**src/rtl/zork_pkg.sv**
```systemverilog
// Shared definitions for the movement-command path and the navigation FSM.
package zork_pkg;

    typedef enum logic [1:0] {
        ST_IDLE         = 2'd0,
        ST_QUALIFY      = 2'd1,
        ST_WAIT_RELEASE = 2'd2
    } qual_state_e;

    localparam int unsigned CMD_IDLE     = 0;
    localparam int unsigned DIR_N        = 1;
    localparam int unsigned DIR_E        = 2;
    localparam int unsigned DIR_S        = 3;
    localparam int unsigned DIR_W        = 4;
    localparam int unsigned DIR_UP       = 5;
    localparam int unsigned DIR_DOWN     = 6;

    // Stability counter width; covers STABLE_CYCLES up to 255.
    localparam int unsigned STABLE_CNT_W = 8;

endpackage

```
**src/rtl/game_cmd_fifo.sv**
```systemverilog
// Show-ahead command FIFO; a push while full is accepted only if a pop happens in the same cycle.
module game_cmd_fifo #(
    parameter  int unsigned WIDTH = 4,
    parameter  int unsigned DEPTH = 4,
    localparam int unsigned PTR_W = $clog2(DEPTH),
    localparam int unsigned CNT_W = $clog2(DEPTH + 1)
) (
    input  logic             clk,
    input  logic             rst_n,
    input  logic             push,
    input  logic [WIDTH-1:0] din,
    input  logic             pop,
    output logic [WIDTH-1:0] dout,
    output logic             full,
    output logic             empty,
    output logic [CNT_W-1:0] count
);

    logic [WIDTH-1:0] mem [DEPTH];
    logic [PTR_W-1:0] wr_ptr;
    logic [PTR_W-1:0] rd_ptr;
    logic [CNT_W-1:0] count_q;
    logic             do_push;
    logic             do_pop;

    assign full    = (count_q == CNT_W'(DEPTH));
    assign empty   = (count_q == '0);
    assign do_pop  = pop && !empty;
    assign do_push = push && (!full || do_pop);
    assign count   = count_q;
    assign dout    = empty ? '0 : mem[rd_ptr];

    // Storage needs no reset: the head is masked while empty.
    always_ff @(posedge clk) begin
        if (do_push) begin
            mem[wr_ptr] <= din;
        end
    end

    always_ff @(posedge clk) begin
        if (!rst_n) begin
            wr_ptr  <= '0;
            rd_ptr  <= '0;
            count_q <= '0;
        end else begin
            if (do_push) begin
                wr_ptr <= wr_ptr + PTR_W'(1);
            end
            if (do_pop) begin
                rd_ptr <= rd_ptr + PTR_W'(1);
            end
            case ({do_push, do_pop})
                2'b10:   count_q <= count_q + CNT_W'(1);
                2'b01:   count_q <= count_q - CNT_W'(1);
                default: count_q <= count_q;
            endcase
        end
    end

endmodule

```
**src/rtl/game_control_buffered.sv**
```systemverilog
// Movement command qualifier (stability filter, one command per press) feeding a buffered valid/ready output.
module game_control_buffered
    import zork_pkg::*;
#(
    parameter  int unsigned CMD_W         = 4,
    parameter  int unsigned STABLE_CYCLES = 3,
    parameter  int unsigned DEPTH         = 4,
    parameter  int unsigned DROP_W        = 8,
    localparam int unsigned CNT_W         = $clog2(DEPTH + 1)
) (
    input  logic              clk_50MHz_i,
    input  logic              rst_sync_la_i,
    input  logic [CMD_W-1:0]  movement_i,
    output logic [CMD_W-1:0]  direction_o,
    output logic              dir_valid_o,
    input  logic              dir_ready_i,
    output logic [CNT_W-1:0]  fifo_count_o,
    output logic [DROP_W-1:0] drop_count_o,
    output logic              busy_o
);

    qual_state_e             state_q;
    qual_state_e             state_d;
    logic [CMD_W-1:0]        cand_q;
    logic [CMD_W-1:0]        cand_d;
    logic [STABLE_CNT_W-1:0] cnt_q;
    logic [STABLE_CNT_W-1:0] cnt_d;
    logic                    push_c;
    logic                    busy_q;
    logic [DROP_W-1:0]       drop_q;
    logic                    fifo_full;
    logic                    fifo_empty;
    logic                    pop_c;

    always_ff @(posedge clk_50MHz_i) begin
        if (!rst_sync_la_i) begin
            state_q <= ST_IDLE;
            cand_q  <= '0;
            cnt_q   <= '0;
            busy_q  <= 1'b0;
        end else begin
            state_q <= state_d;
            cand_q  <= cand_d;
            cnt_q   <= cnt_d;
            busy_q  <= (state_d != ST_IDLE);
        end
    end

    // The push fires on the edge that takes the STABLE_CYCLES-th matching sample.
    always_comb begin
        state_d = state_q;
        cand_d  = cand_q;
        cnt_d   = cnt_q;
        push_c  = 1'b0;
        case (state_q)
            ST_IDLE: begin
                if (movement_i != CMD_W'(CMD_IDLE)) begin
                    cand_d = movement_i;
                    cnt_d  = STABLE_CNT_W'(1);
                    if (STABLE_CYCLES == 1) begin
                        push_c  = 1'b1;
                        state_d = ST_WAIT_RELEASE;
                    end else begin
                        state_d = ST_QUALIFY;
                    end
                end
            end
            ST_QUALIFY: begin
                if (movement_i == cand_q) begin
                    cnt_d = cnt_q + STABLE_CNT_W'(1);
                    if ((cnt_q + STABLE_CNT_W'(1)) == STABLE_CNT_W'(STABLE_CYCLES)) begin
                        push_c  = 1'b1;
                        state_d = ST_WAIT_RELEASE;
                    end
                end else begin
                    state_d = ST_IDLE;
                end
            end
            ST_WAIT_RELEASE: begin
                if (movement_i == CMD_W'(CMD_IDLE)) begin
                    state_d = ST_IDLE;
                end
            end
            default: state_d = ST_IDLE;
        endcase
    end

    assign pop_c       = dir_ready_i && !fifo_empty;
    assign dir_valid_o = !fifo_empty;
    assign busy_o      = busy_q;
    assign drop_count_o = drop_q;

    // A push into a full FIFO survives only when the head leaves in the same cycle.
    always_ff @(posedge clk_50MHz_i) begin
        if (!rst_sync_la_i) begin
            drop_q <= '0;
        end else if (push_c && fifo_full && !pop_c && (drop_q != '1)) begin
            drop_q <= drop_q + DROP_W'(1);
        end
    end

    game_cmd_fifo #(
        .WIDTH (CMD_W),
        .DEPTH (DEPTH)
    ) u_fifo (
        .clk   (clk_50MHz_i),
        .rst_n (rst_sync_la_i),
        .push  (push_c),
        .din   (cand_d),
        .pop   (pop_c),
        .dout  (direction_o),
        .full  (fifo_full),
        .empty (fifo_empty),
        .count (fifo_count_o)
    );

endmodule

```
**config.mk**
```make
export PLATFORM = sky130hd
export DESIGN_NAME = game_control_buffered
export DESIGN_NICKNAME = d
export VERILOG_FILES = /design/src/rtl/zork_pkg.sv /design/src/rtl/game_cmd_fifo.sv /design/src/rtl/game_control_buffered.sv
export SDC_FILE = /design/constraint.sdc
export NUM_CORES = 1
export LEC_CHECK = 0
export CAP_MARGIN = 15
export CORE_ASPECT_RATIO = 0.8
export CORE_MARGIN = 2
export CORE_UTILIZATION = 40
export DETAILED_ROUTE_END_ITERATION = 16
export PLACE_DENSITY_LB_ADDON = 0.25
export SETUP_SLACK_MARGIN = 0.5
export SLEW_MARGIN = 20
export SYNTH_ARGS = -nofsm -noshare
export SYNTH_HDL_FRONTEND = slang
export SYNTH_SLANG_ARGS = --single-unit
```
**constraint.sdc**
```tcl
create_clock -name clk_50MHz_i -period 3.2 [get_ports clk_50MHz_i]
set_input_delay 0.32 -clock clk_50MHz_i [delete_from_list [all_inputs] [get_ports clk_50MHz_i]]
set_output_delay 0.32 -clock clk_50MHz_i [all_outputs]
set_load 0.005 [all_outputs]
```
==> reports/qor.yml, run 1 <==
outcome: "finished, final reports clean"
hold_violations: 0
drt-met1-wl_um: 2670
finalMaxSlewViolations: 0
period_needed_ns: 2.57
critPathRequiredTime_ns: 3.42
wl_met2_um: 2250
arrival_ns: 2.80
final.setup_skew_ns: 0.00917
cts_buffers: 5
yosysUniqueCellTypes: 43
synthesis.nets: 245
drtPass1Iterations: 4
crit_fanout: 4
design.core.area_um2: 5560
hp-start: "drop_count_o[5]$_SDFFE_PN0P_"
crit_path_end_kind: "flop"
slew_headroom: 0.486
syn_avg_cell_area_um2: 10.2
start_kind: "flop"
clockBufferDepth: 2
grt_max_degree: 25
portBuffers: 23
whs_ns: 0.499
cts-root-buf: "clkbuf_8"
grt_pass1_wl_um: 8490
ys_warn_count: 0
synthArstFlopShare: 0
viasPerCell: 5.42
worstMarginPinSlew_ns: 0.771
crit_chain: "buf_2 > a211oi_2 > o2111ai_2 > a2111o_1 > nor3_2 > inv_1 > ha_2 > inv_1 > fa_2 > xor2_1 > or3_1 > a21oi_1"
setup_viol: 0
finalPower_mw: 1.23
leakagePower_nw: 0.999
holdCritPathClass: "reg -> reg"
antenna_found_initial: 0
dieArea_um2: 6490
fp.dieW_um: 89.6
fin_nets: 282
htreeDepth: 2
wl_per_cell_um: 15.0
routed_wl_um: 5190
dpl.hpwl_um: 3660
drive_gt1_frac: 0.165
syn2layout_area_growth_pct: 27.0
cp_slowest_cell: "a2111o_1"
clkTransAtPathRegs_ns: 0.08
syn_area_um2: 2340
p_per_area_nw_per_um2: 414
seq_area_frac_synth: 0.478
overflow: 0
synth-edff-count: 16
reg2reg_from: "cnt_q[1]$_SDFFE_PN0P_"
die_h_um: 72.5
cts-hold-fix-buffers: 0
rsz0062_at_grt: "no"
cap_violations: 0
synthFlopType: "dfxtp_1"
irDropWorstVdd_uv: 242
vias: 1870
critPathMaxStageDelay_ns: 0.44
cts_tree: "done"
fmax_ghz: 0.388
clock-sinks: 48
diodes: 0
place.gp.congestion: 0.795
grt_usage: 0.172
grt_pass1_vias: 1711
path_class: "reg -> reg"
min_period_over_period: 0.805
drtIter0Drc: 125
start_util: 0.422
highest_layer: "met4"
drc: 0
ant_nets: 0
yosys_register_bits: 48
ioPinCount: 24
startpoint: "cnt_q[1]$_SDFFE_PN0P_"
floorplan.rows: 24
crit_path_frequent_cell: "inv_1"
tns_ns: 0
insertion_delay_ns: 0.30
wl_met3_um: 224
syn_inst: 229
state kept, by name (all words and copies together), names as in the netlist, named ones only:
signal         cells
u_fifo.count       3
u_fifo.mem        16
drop_count_o       8
state_q            2
busy_o             1
u_fifo.rd_ptr      2
cnt_q              8
u_fifo.wr_ptr      2
cand_q             4
layer usage:
layer / up-vias / track usage
met5: - / 0
met3: 6 / 0.0387
met2: 37 / 0.236
li1: 927 / -
met1: 900 / 0.269
met4: 0 / 0.0498
layout make-up:
type / count / area (um^2)
Clock buffer: 6 / 72.6
Clock inverter: 2 / 60.1
Fill cell: 512 / 2580
Inverter: 10 / 40.0
Multi-Input combinational cell: 167 / 1250
Sequential cell: 48 / 1130
Tap cell: 78 / 97.6
Timing Repair Buffer: 34 / 320
cells in the final DEF, fill, tap and decap left out, types with 5 or more instances in the layout:
master | netlist | final
and3_1 | 12 | 12
o21ai_0 | 7 | 7
a21oi_1 | 18 | 18
nor2_1 | 13 | 13
nand3_1 | 12 | 12
and2_1 | 10 | 10
buf_4 | 0 | 8
or3_1 | 5 | 5
nor3_1 | 11 | 8
ha_1 | 8 | 5
dfxtp_1 | 32 | 26
clkdlybuf4s50_1 | 0 | 23
edfxtp_1 | 16 | 16
clkbuf_8 | 0 | 5
nand2_1 | 9 | 8
inv_1 | 10 | 9
xnor2_1 | 5 | 5
nand3b_1 | 6 | 6
critical path, delay by kind of cell (launching register included):
kind | cells | cell delay [ns]
simple gates | 2 | 0.42
buf+inv | 3 | 0.28
fa+ha+maj | 2 | 0.36
compound gates | 4 | 1.00
flops | 1 | 0.37
xor+xnor | 1 | 0.07
cells by family (layout without fill, tap and decap cells):
kind of cell	count (synthesis)	count (layout)	synth area share
mux	6	6	0.0470
simple gates	95	95	0.231
buf+inv	14	52	0.0230
flops	48	48	0.478
compound gates	49	49	0.140
xor+xnor	8	8	0.0299
fa+ha+maj	9	9	0.0513
per-stage QoR:
| stage | cells | util | cell area [um^2] | worst slack, ns |
|---|---|---|---|---|
| 3_3_place_gp | 331 | 0.489 | 2720 | 0.416 |
| 2_1_floorplan | 229 | - | 2370 | 0.509 |
| 6_report | 345 | 0.536 | 2980 | 0.625 |
| 4_1_cts | 339 | 0.514 | 2850 | 0.539 |
| 3_5_place_dp | 331 | 0.489 | 2720 | 0.439 |
| 5_1_grt | 345 | 0.536 | 2980 | 0.476 |
cells in the mapped netlist, types with 7 or more instances:
library cell | count | area share
and2_1 | 10 | 0.027
edfxtp_1 | 16 | 0.21
nor2_1 | 13 | 0.021
nor3_1 | 11 | 0.023
and3_1 | 12 | 0.032
nand2_1 | 9 | 0.014
nand3_1 | 12 | 0.026
a21oi_1 | 18 | 0.038
dfxtp_1 | 32 | 0.27
ha_1 | 8 | 0.043
inv_1 | 10 | 0.016
o21ai_0 | 7 | 0.015
repair_timing:
action | 4_1_cts | 5_1_grt
gates resized for setup | 1 | 20
pin swaps | 0 | 5
buffers inserted | 0 | 6
endpoints found under the setup margin | 1 | 2
report_power, final:
part,internal [mW],leakage (nW),switching [mW],total (mW)
Combinational,0.0303,0.526,0.0467,0.0770
Sequential,0.638,0.408,0.00723,0.645
Clock,0.312,0.0654,0.199,0.511
final timing paths:
kind                                  end  cells after the start  slack [ns]
max          u_fifo.count[2]$_SDFFE_PN0P_                     12        0.63
min          drop_count_o[5]$_SDFFE_PN0P_                      2        0.50
min reg2reg  drop_count_o[5]$_SDFFE_PN0P_                      2        0.50
max reg2reg  u_fifo.count[2]$_SDFFE_PN0P_                     12        0.63
Note: power is estimated with default switching activity, not from simulation.
==> inputs of run 2 (changes only) <==
==> constraint.sdc (replaced) <==
create_clock -name clk_50MHz_i -period 2.64 [get_ports clk_50MHz_i]
set_input_delay 0.264 -clock clk_50MHz_i [delete_from_list [all_inputs] [get_ports clk_50MHz_i]]
set_output_delay 0.264 -clock clk_50MHz_i [all_outputs]
set_load 0.005 [all_outputs]
==> run 2 against run 1 <==
  * Die area unchanged
  * Setup slack worse by 0.45 ns
  * Critical path depth unchanged
  * Clock-buffer cell count down 1
  * Combinational power up 36%
  * Sequential power up 21%
  * Register-to-register slack worse by 0.45 ns
==> reports/qor.yml, run 2 (same netlist as run 1, synthesis figures left out) <==
crit_path_end_kind: "flop"  # unchanged
fin_nets: 297  # was 282
diodes: 0  # unchanged
clockBufferDepth: 2  # unchanged
die_h_um: 72.5  # unchanged
dieArea_um2: 6490  # unchanged
portBuffers: 23  # unchanged
period_needed_ns: 2.47  # was 2.57 ns
ioPinCount: 24  # unchanged
clkTransAtPathRegs_ns: 0.09  # was 0.08 ns
stdcell_count: 360  # was 345
design.core.area_um2: 5560  # unchanged
rsz0062_at_grt: "yes"  # was no
start_kind: "flop"  # unchanged
overflow: 0  # unchanged
layout_commonest_cell: "dfxtp_1"  # unchanged
min_period_over_period: 0.935  # was 0.805
drive_gt1_frac: 0.248  # was 0.165
insertion_delay_ns: 0.30  # about the same
leakagePower_nw: 1.08  # was 0.999 nW
crit_fanout: 7  # was 4
grt_pass1_vias: 1875  # was 1,711
pre_cts_ws_ns: 0.0712  # was 0.439 ns
cap_violations: 0  # unchanged
grt_max_degree: 25  # unchanged
dp_cells: 339  # was 331
antenna_found_initial: 0  # unchanged
dpl.hpwl_um: 3680  # was 3660 um
hold_violations: 0  # unchanged
grt_usage: 0.179  # was 0.172
start_util: 0.422  # unchanged
cts_tree: "done"  # unchanged
path_class: "reg -> reg"  # unchanged
slew_headroom: 0.455  # was 0.486
fmax_ghz: 0.405  # was 0.388 GHz
seqCellArea_um2: 1140  # was 1130 um^2
drtIter0Drc: 124  # was 125
htreeDepth: 2  # unchanged
vias: 1950  # was 1,870
holdCritPathClass: "reg -> reg"  # unchanged
wl_per_cell_um: 15.1  # was 15.0 um
place.gp.congestion: 0.826  # was 0.795
worstMarginPinSlew_ns: 0.817  # was 0.771 ns
cp_top_family: "simple AND/OR/NAND/NOR gates"  # was compound AO/OA/AOI/OAI gates
regMostFlops: "u_fifo.mem"  # unchanged
syn2layout_area_growth_pct: 34.3  # was 27.0%
cts-root-buf: "clkbuf_8"  # unchanged
crit_chain: "ha_4 > nor3_1 > a31oi_4 > a2111o_1 > nor3_2 > inv_1 > ha_4 > inv_2 > fa_2 > xor2_1 > or3_1 > a21oi_1"  # was buf_2 > a211oi_2 > o2111ai_2 > a2111o_1 > nor3_2 > inv_1 > ha_2 > inv_1 > fa_2 > xor2_1 > or3_1 > a21oi_1
final.setup_skew_ns: 0.00750  # was 0.00917 ns
irDropWorstVdd_uv: 300  # was 242 uV
largest_reg_flops: 16  # unchanged
ant_nets: 0  # unchanged
viasPerCell: 5.42  # about the same
critPathBufInv: 2  # was 3
tns_ns: 0  # unchanged
multiInputGateArea_um2: 1330  # was 1250 um^2
finalMaxSlewViolations: 0  # unchanged
critPathMaxStageDelay_ns: 0.40  # was 0.44 ns
setup_viol: 0  # unchanged
drc: 0  # unchanged
cts-hold-fix-buffers: 0  # unchanged
clock-sinks: 48  # unchanged
n_fill_cell: 486  # was 512
critPathRequiredTime_ns: 2.87  # was 3.42 ns
p_per_area_nw_per_um2: 453  # was 414 nW/um^2
outcome: "finished, final reports clean"  # unchanged
arrival_ns: 2.69  # was 2.80 ns
floorplan.rows: 24  # unchanged
final_util: 0.567  # was 0.536
crit_path_frequent_cell: "ha_4"  # was inv_1
most-common-layout-cells: "26 x dfxtp_1, 23 x buf_4, 22 x clkdlybuf4s50_1, 17 x a21oi_1, 16 x edfxtp_1"  # was 26 x dfxtp_1, 23 x clkdlybuf4s50_1, 18 x a21oi_1, 16 x edfxtp_1, 13 x nor2_1
grt_pass1_wl_um: 8980  # was 8490 um
routed_wl_um: 5420  # was 5190 um
worst_slack_ns: 0.171  # was 0.625 ns
cts_buffers: 5  # unchanged
fp.dieW_um: 89.6  # unchanged
drtPass1Iterations: 4  # unchanged
cp_slowest_cell: "dfxtp_4"  # was a2111o_1
## run 2: final timing paths
kind / depth (start not counted) / slack (ns) / start / to
setup / recovery: 12 / 0.17 / cnt_q[1]$_SDFFE_PN0P_ / u_fifo.count[2]$_SDFFE_PN0P_
hold / removal: 2 / 0.49 / state_q[1]$_SDFF_PN0_ / state_q[1]$_SDFF_PN0_
setup reg to reg: 12 / 0.17 / cnt_q[1]$_SDFFE_PN0P_ / u_fifo.count[2]$_SDFFE_PN0P_
hold reg to reg: 2 / 0.49 / state_q[1]$_SDFF_PN0_ / state_q[1]$_SDFF_PN0_
## run 2: per-layer routing
layer,track usage,vias to the layer above,routed length [um]
met3,0.0387,5,229
met4,0.0498,0,45
met1,0.252,941,2700
met2,0.280,44,2450
met5,0,-,0
li1,-,960,-
## run 2: report_power, final
| group | internal, mW | switching [mW] |
|---|---|---|
| combinational | 0.0459 | 0.0589 |
| sequential | 0.770 | 0.00920 |
| clock | 0.285 | 0.257 |
| total | 1.10 | 0.325 |
## run 2: tightest hold or removal path, stage by stage, from the launching register on
cell and delay (ns):
dfxtp_1 0.33, nand2_1 0.06, a21oi_1 0.05
## run 2: metrics by stage
stage          power, mW  area (um^2)  hold slack (ns)
2_1_floorplan      0.851         2420            0.448
3_3_place_gp       0.893         2820            0.465
3_5_place_dp       0.894         2820            0.473
4_1_cts             1.43         3080            0.484
5_1_grt             1.48         3150            0.523
6_report            1.43         3150            0.488
## run 2: area by class of cell
type | instances | share of cell area
tap | 78 | 0.0310
sequential | 48 | 0.362
inverter | 10 | 0.0127
multi-input combinational | 167 | 0.421
clock inverter | 3 | 0.0151
timing repair buffer | 49 | 0.136
clock buffer | 5 | 0.0219
## run 2: repair_timing
| item | 4_1_cts | 5_1_grt |
|---|---|---|
| buffers inserted | 11 | 2 |
| pin swaps | 9 | 4 |
| gates resized for setup | 15 | 15 |
| setup endpoints to repair | 14 | 32 |
==> inputs of run 3 (changes only) <==
--- a/config.mk
+++ b/config.mk
@@ -5,13 +5,12 @@
 export SDC_FILE = /design/constraint.sdc
 export NUM_CORES = 1
 export LEC_CHECK = 0
-export CAP_MARGIN = 15
+export ABC_AREA = 0
 export CORE_ASPECT_RATIO = 0.8
 export CORE_MARGIN = 2
 export CORE_UTILIZATION = 40
 export DETAILED_ROUTE_END_ITERATION = 16
 export PLACE_DENSITY_LB_ADDON = 0.25
-export SETUP_SLACK_MARGIN = 0.5
 export SLEW_MARGIN = 20
 export SYNTH_ARGS = -nofsm -noshare
 export SYNTH_HDL_FRONTEND = slang
==> run 3 against run 2 <==
  * Setup slack worse by 0.19 ns
  * Largest power group unchanged
  * Clock-buffer cell count increased by 1
  * Critical endpoint unchanged
  * Sequential share of layout area grew 1.0 points
  * Wire length fell by 4.2%
  * Design area is 3.6% lower
  * Sequential cell count did not move
  * Cell count decreased by 0.56%
  * Fmax fell by 7.2%
  * The run now ends with setup timing left
  * Global-route usage down 0.60 points
  * Register-to-register slack got worse by 0.19 ns
  * Critical path depth unchanged
  * Non-clock buffer count is 2 lower
==> reports/qor.yml, run 3 (same netlist as run 1, synthesis figures left out) <==
cts-root-buf: "clkbuf_8"  # unchanged
irDropWorstVdd_uv: 184  # was 300 uV
die_h_um: 72.5  # unchanged
hold_violations: 0  # unchanged
setup_viol: 1  # was 0
fin_nets: 295  # was 297
layout_commonest_cell: "dfxtp_1"  # unchanged
floorplan.rows: 24  # unchanged
hp-start: "state_q[1]$_SDFF_PN0_"  # unchanged
grt_pass1_wl_um: 8660  # was 8980 um
dieArea_um2: 6490  # unchanged
critPathBufInv: 3  # was 2
design.core.area_um2: 5560  # unchanged
leakagePower_nw: 1.04  # was 1.08 nW
seq_power_share: 0.596  # was 0.546
clockBufferDepth: 2  # unchanged
viasPerCell: 5.30  # was 5.42
stdcell_count: 358  # was 360
start_util: 0.422  # unchanged
worstMarginPinSlew_ns: 0.846  # was 0.817 ns
cp_top_family: "compound AO/OA/AOI/OAI gates"  # was simple AND/OR/NAND/NOR gates
fmax_ghz: 0.376  # was 0.405 GHz
grt_pass1_vias: 1795  # was 1,875
worst_slack_ns: -0.0200  # was 0.171 ns
min_period_over_period: 1.01  # was 0.935
comb_power_share: 0.077  # was 0.073
drtIter0Drc: 131  # was 124
holdCritPathClass: "reg -> reg"  # unchanged
insertion_delay_ns: 0.30  # about the same
violations: "setup timing"
drc: 0  # unchanged
cts-hold-fix-buffers: 0  # unchanged
crit_fanout: 8  # was 7
clock-sinks: 48  # unchanged
drive_gt1_frac: 0.204  # was 0.248
p_clk_frac: 0.328  # was 0.380
p_per_area_nw_per_um2: 432  # was 453 nW/um^2
power_switching_mw: 0.306  # was 0.325 mW
most-common-layout-cells: "28 x dfxtp_1, 23 x clkdlybuf4s50_1, 23 x buf_4, 17 x a21oi_1, 16 x edfxtp_1"  # was 26 x dfxtp_1, 23 x buf_4, 22 x clkdlybuf4s50_1, 17 x a21oi_1, 16 x edfxtp_1
period_needed_ns: 2.66  # was 2.47 ns
regMostFlops: "u_fifo.mem"  # unchanged
clkTransAtPathRegs_ns: 0.09  # about the same
outcome: "finished, violations left"  # was finished, final reports clean
cap_violations: 0  # unchanged
swShare: 0.233  # was 0.228
htreeDepth: 2  # unchanged
antenna_found_initial: 0  # unchanged
start_kind: "flop"  # unchanged
vias: 1897  # was 1,950
ant_nets: 0  # unchanged
p_int_mw: 1.01  # was 1.10 mW
portBuffers: 23  # unchanged
overflow: 0  # unchanged
grt_max_degree: 25  # unchanged
cp_slowest_cell: "a2111o_1"  # was dfxtp_4
crit_chain: "buf_6 > a211oi_2 > o2111ai_2 > a2111o_1 > nor3_2 > inv_1 > ha_4 > inv_2 > fa_2 > xor2_2 > or3_1 > a21oi_2"  # was ha_4 > nor3_1 > a31oi_4 > a2111o_1 > nor3_2 > inv_1 > ha_4 > inv_2 > fa_2 > xor2_1 > or3_1 > a21oi_1
final.setup_skew_ns: 0.00565  # was 0.00750 ns
arrival_ns: 2.88  # was 2.69 ns
grt_usage: 0.173  # was 0.179
largest_reg_flops: 16  # unchanged
routed_wl_um: 5190  # was 5420 um
path_class: "reg -> reg"  # unchanged
ioPinCount: 24  # unchanged
slew_headroom: 0.435  # was 0.455
rsz0062_at_grt: "yes"  # unchanged
wl_per_cell_um: 14.5  # was 15.1 um
critPathMaxStageDelay_ns: 0.48  # was 0.40 ns
diodes: 0  # unchanged
drtPass1Iterations: 4  # unchanged
cts_buffers: 5  # unchanged
fp.dieW_um: 89.6  # unchanged
place.gp.congestion: 0.836  # was 0.826
startpoint: "cnt_q[1]$_SDFFE_PN0P_"  # unchanged
finalMaxSlewViolations: 0  # unchanged
dpl.hpwl_um: 3680  # about the same
critPathRequiredTime_ns: 2.86  # was 2.87 ns
syn2layout_area_growth_pct: 29.5  # was 34.3%
pre_cts_ws_ns: -0.0316  # was 0.0712 ns
crit_path_end_kind: "flop"  # unchanged
reg2reg_from: "cnt_q[1]$_SDFFE_PN0P_"  # unchanged
cts_tree: "done"  # unchanged
dp_cells: 345  # was 339
## run 3: cell count changes in the layout (fill, tap and decap cells not counted), moves of 2 or more
cell | previous run | this run
and3_1 | 7 | 12
dfxtp_4 | 5 | 2
dfxtp_1 | 26 | 28
nor3_1 | 8 | 10
and3_4 | 5 | 0
buf_2 | 2 | 0
## run 3: worst reg2reg max path, cell delays in order (launching register included)
cell,delay (ns)
dfxtp_4,0.39
buf_6,0.13
a211oi_2,0.22
o2111ai_2,0.17
a2111o_1,0.48
nor3_2,0.11
inv_1,0.08
ha_4,0.17
inv_2,0.06
fa_2,0.20
xor2_2,0.07
or3_1,0.38
a21oi_2,0.13
## run 3: through the flow
stage               total power, mW  hold WS (ns)   util  instance area (um^2)  setup TNS, ns
CTS                            1.32         0.480  0.536                  2980              0
global route                   1.37         0.508  0.546                  3030         -0.204
floorplan                     0.850         0.448      -                  2370              0
global placement              0.891         0.465  0.509                  2830              0
finish                         1.31         0.481  0.546                  3030        -0.0200
detailed placement            0.892         0.468  0.509                  2830        -0.0316
## run 3: cell type report
type                            count  area (um^2)
Clock buffer                        6         72.6
Clock inverter                      2         16.3
Fill cell                         490         2520
Inverter                           10         37.5
Multi-Input combinational cell    167         1260
Sequential cell                    48         1130
Tap cell                           78         97.6
Timing Repair Buffer               47          414
## run 3: what timing repair did
item	in CTS	in global routing
hold endpoints to repair	0	0
pin swaps	2	7
gates resized for setup	7	12
endpoints found under the setup margin	2	2
buffers inserted	4	1
## run 3: final timing paths
| path | endpoint | slack (ns) | cells past startpoint |
|---|---|---|---|
| max | u_fifo.count[2]$_SDFFE_PN0P_ | -0.02 | 12 |
| min | state_q[1]$_SDFF_PN0_ | 0.48 | 2 |
| max reg2reg | u_fifo.count[2]$_SDFFE_PN0P_ | -0.02 | 12 |
| min reg2reg | state_q[1]$_SDFF_PN0_ | 0.48 | 2 |
## run 3: power groups by stage
| stage | registers, mW | clock network (mW) | logic (mW) |
|---|---|---|---|
| after floorplan | 0.799 | 0 | 0.0510 |
| final | 0.781 | 0.430 | 0.100 |
| after detailed placement | 0.800 | 0 | 0.0913 |
| after global routing | 0.783 | 0.475 | 0.110 |
| after CTS | 0.781 | 0.443 | 0.0991 |
| after global placement | 0.800 | 0 | 0.0910 |
## run 3: routing by layer
layer / vias up / wire (um) / track usage
met3: 2 / 203 / 0.0410
met1: 907 / 2720 / 0.258
met5: - / 0 / 0
met2: 34 / 2240 / 0.253
li1: 954 / - / -
met4: 0 / 25 / 0.0448
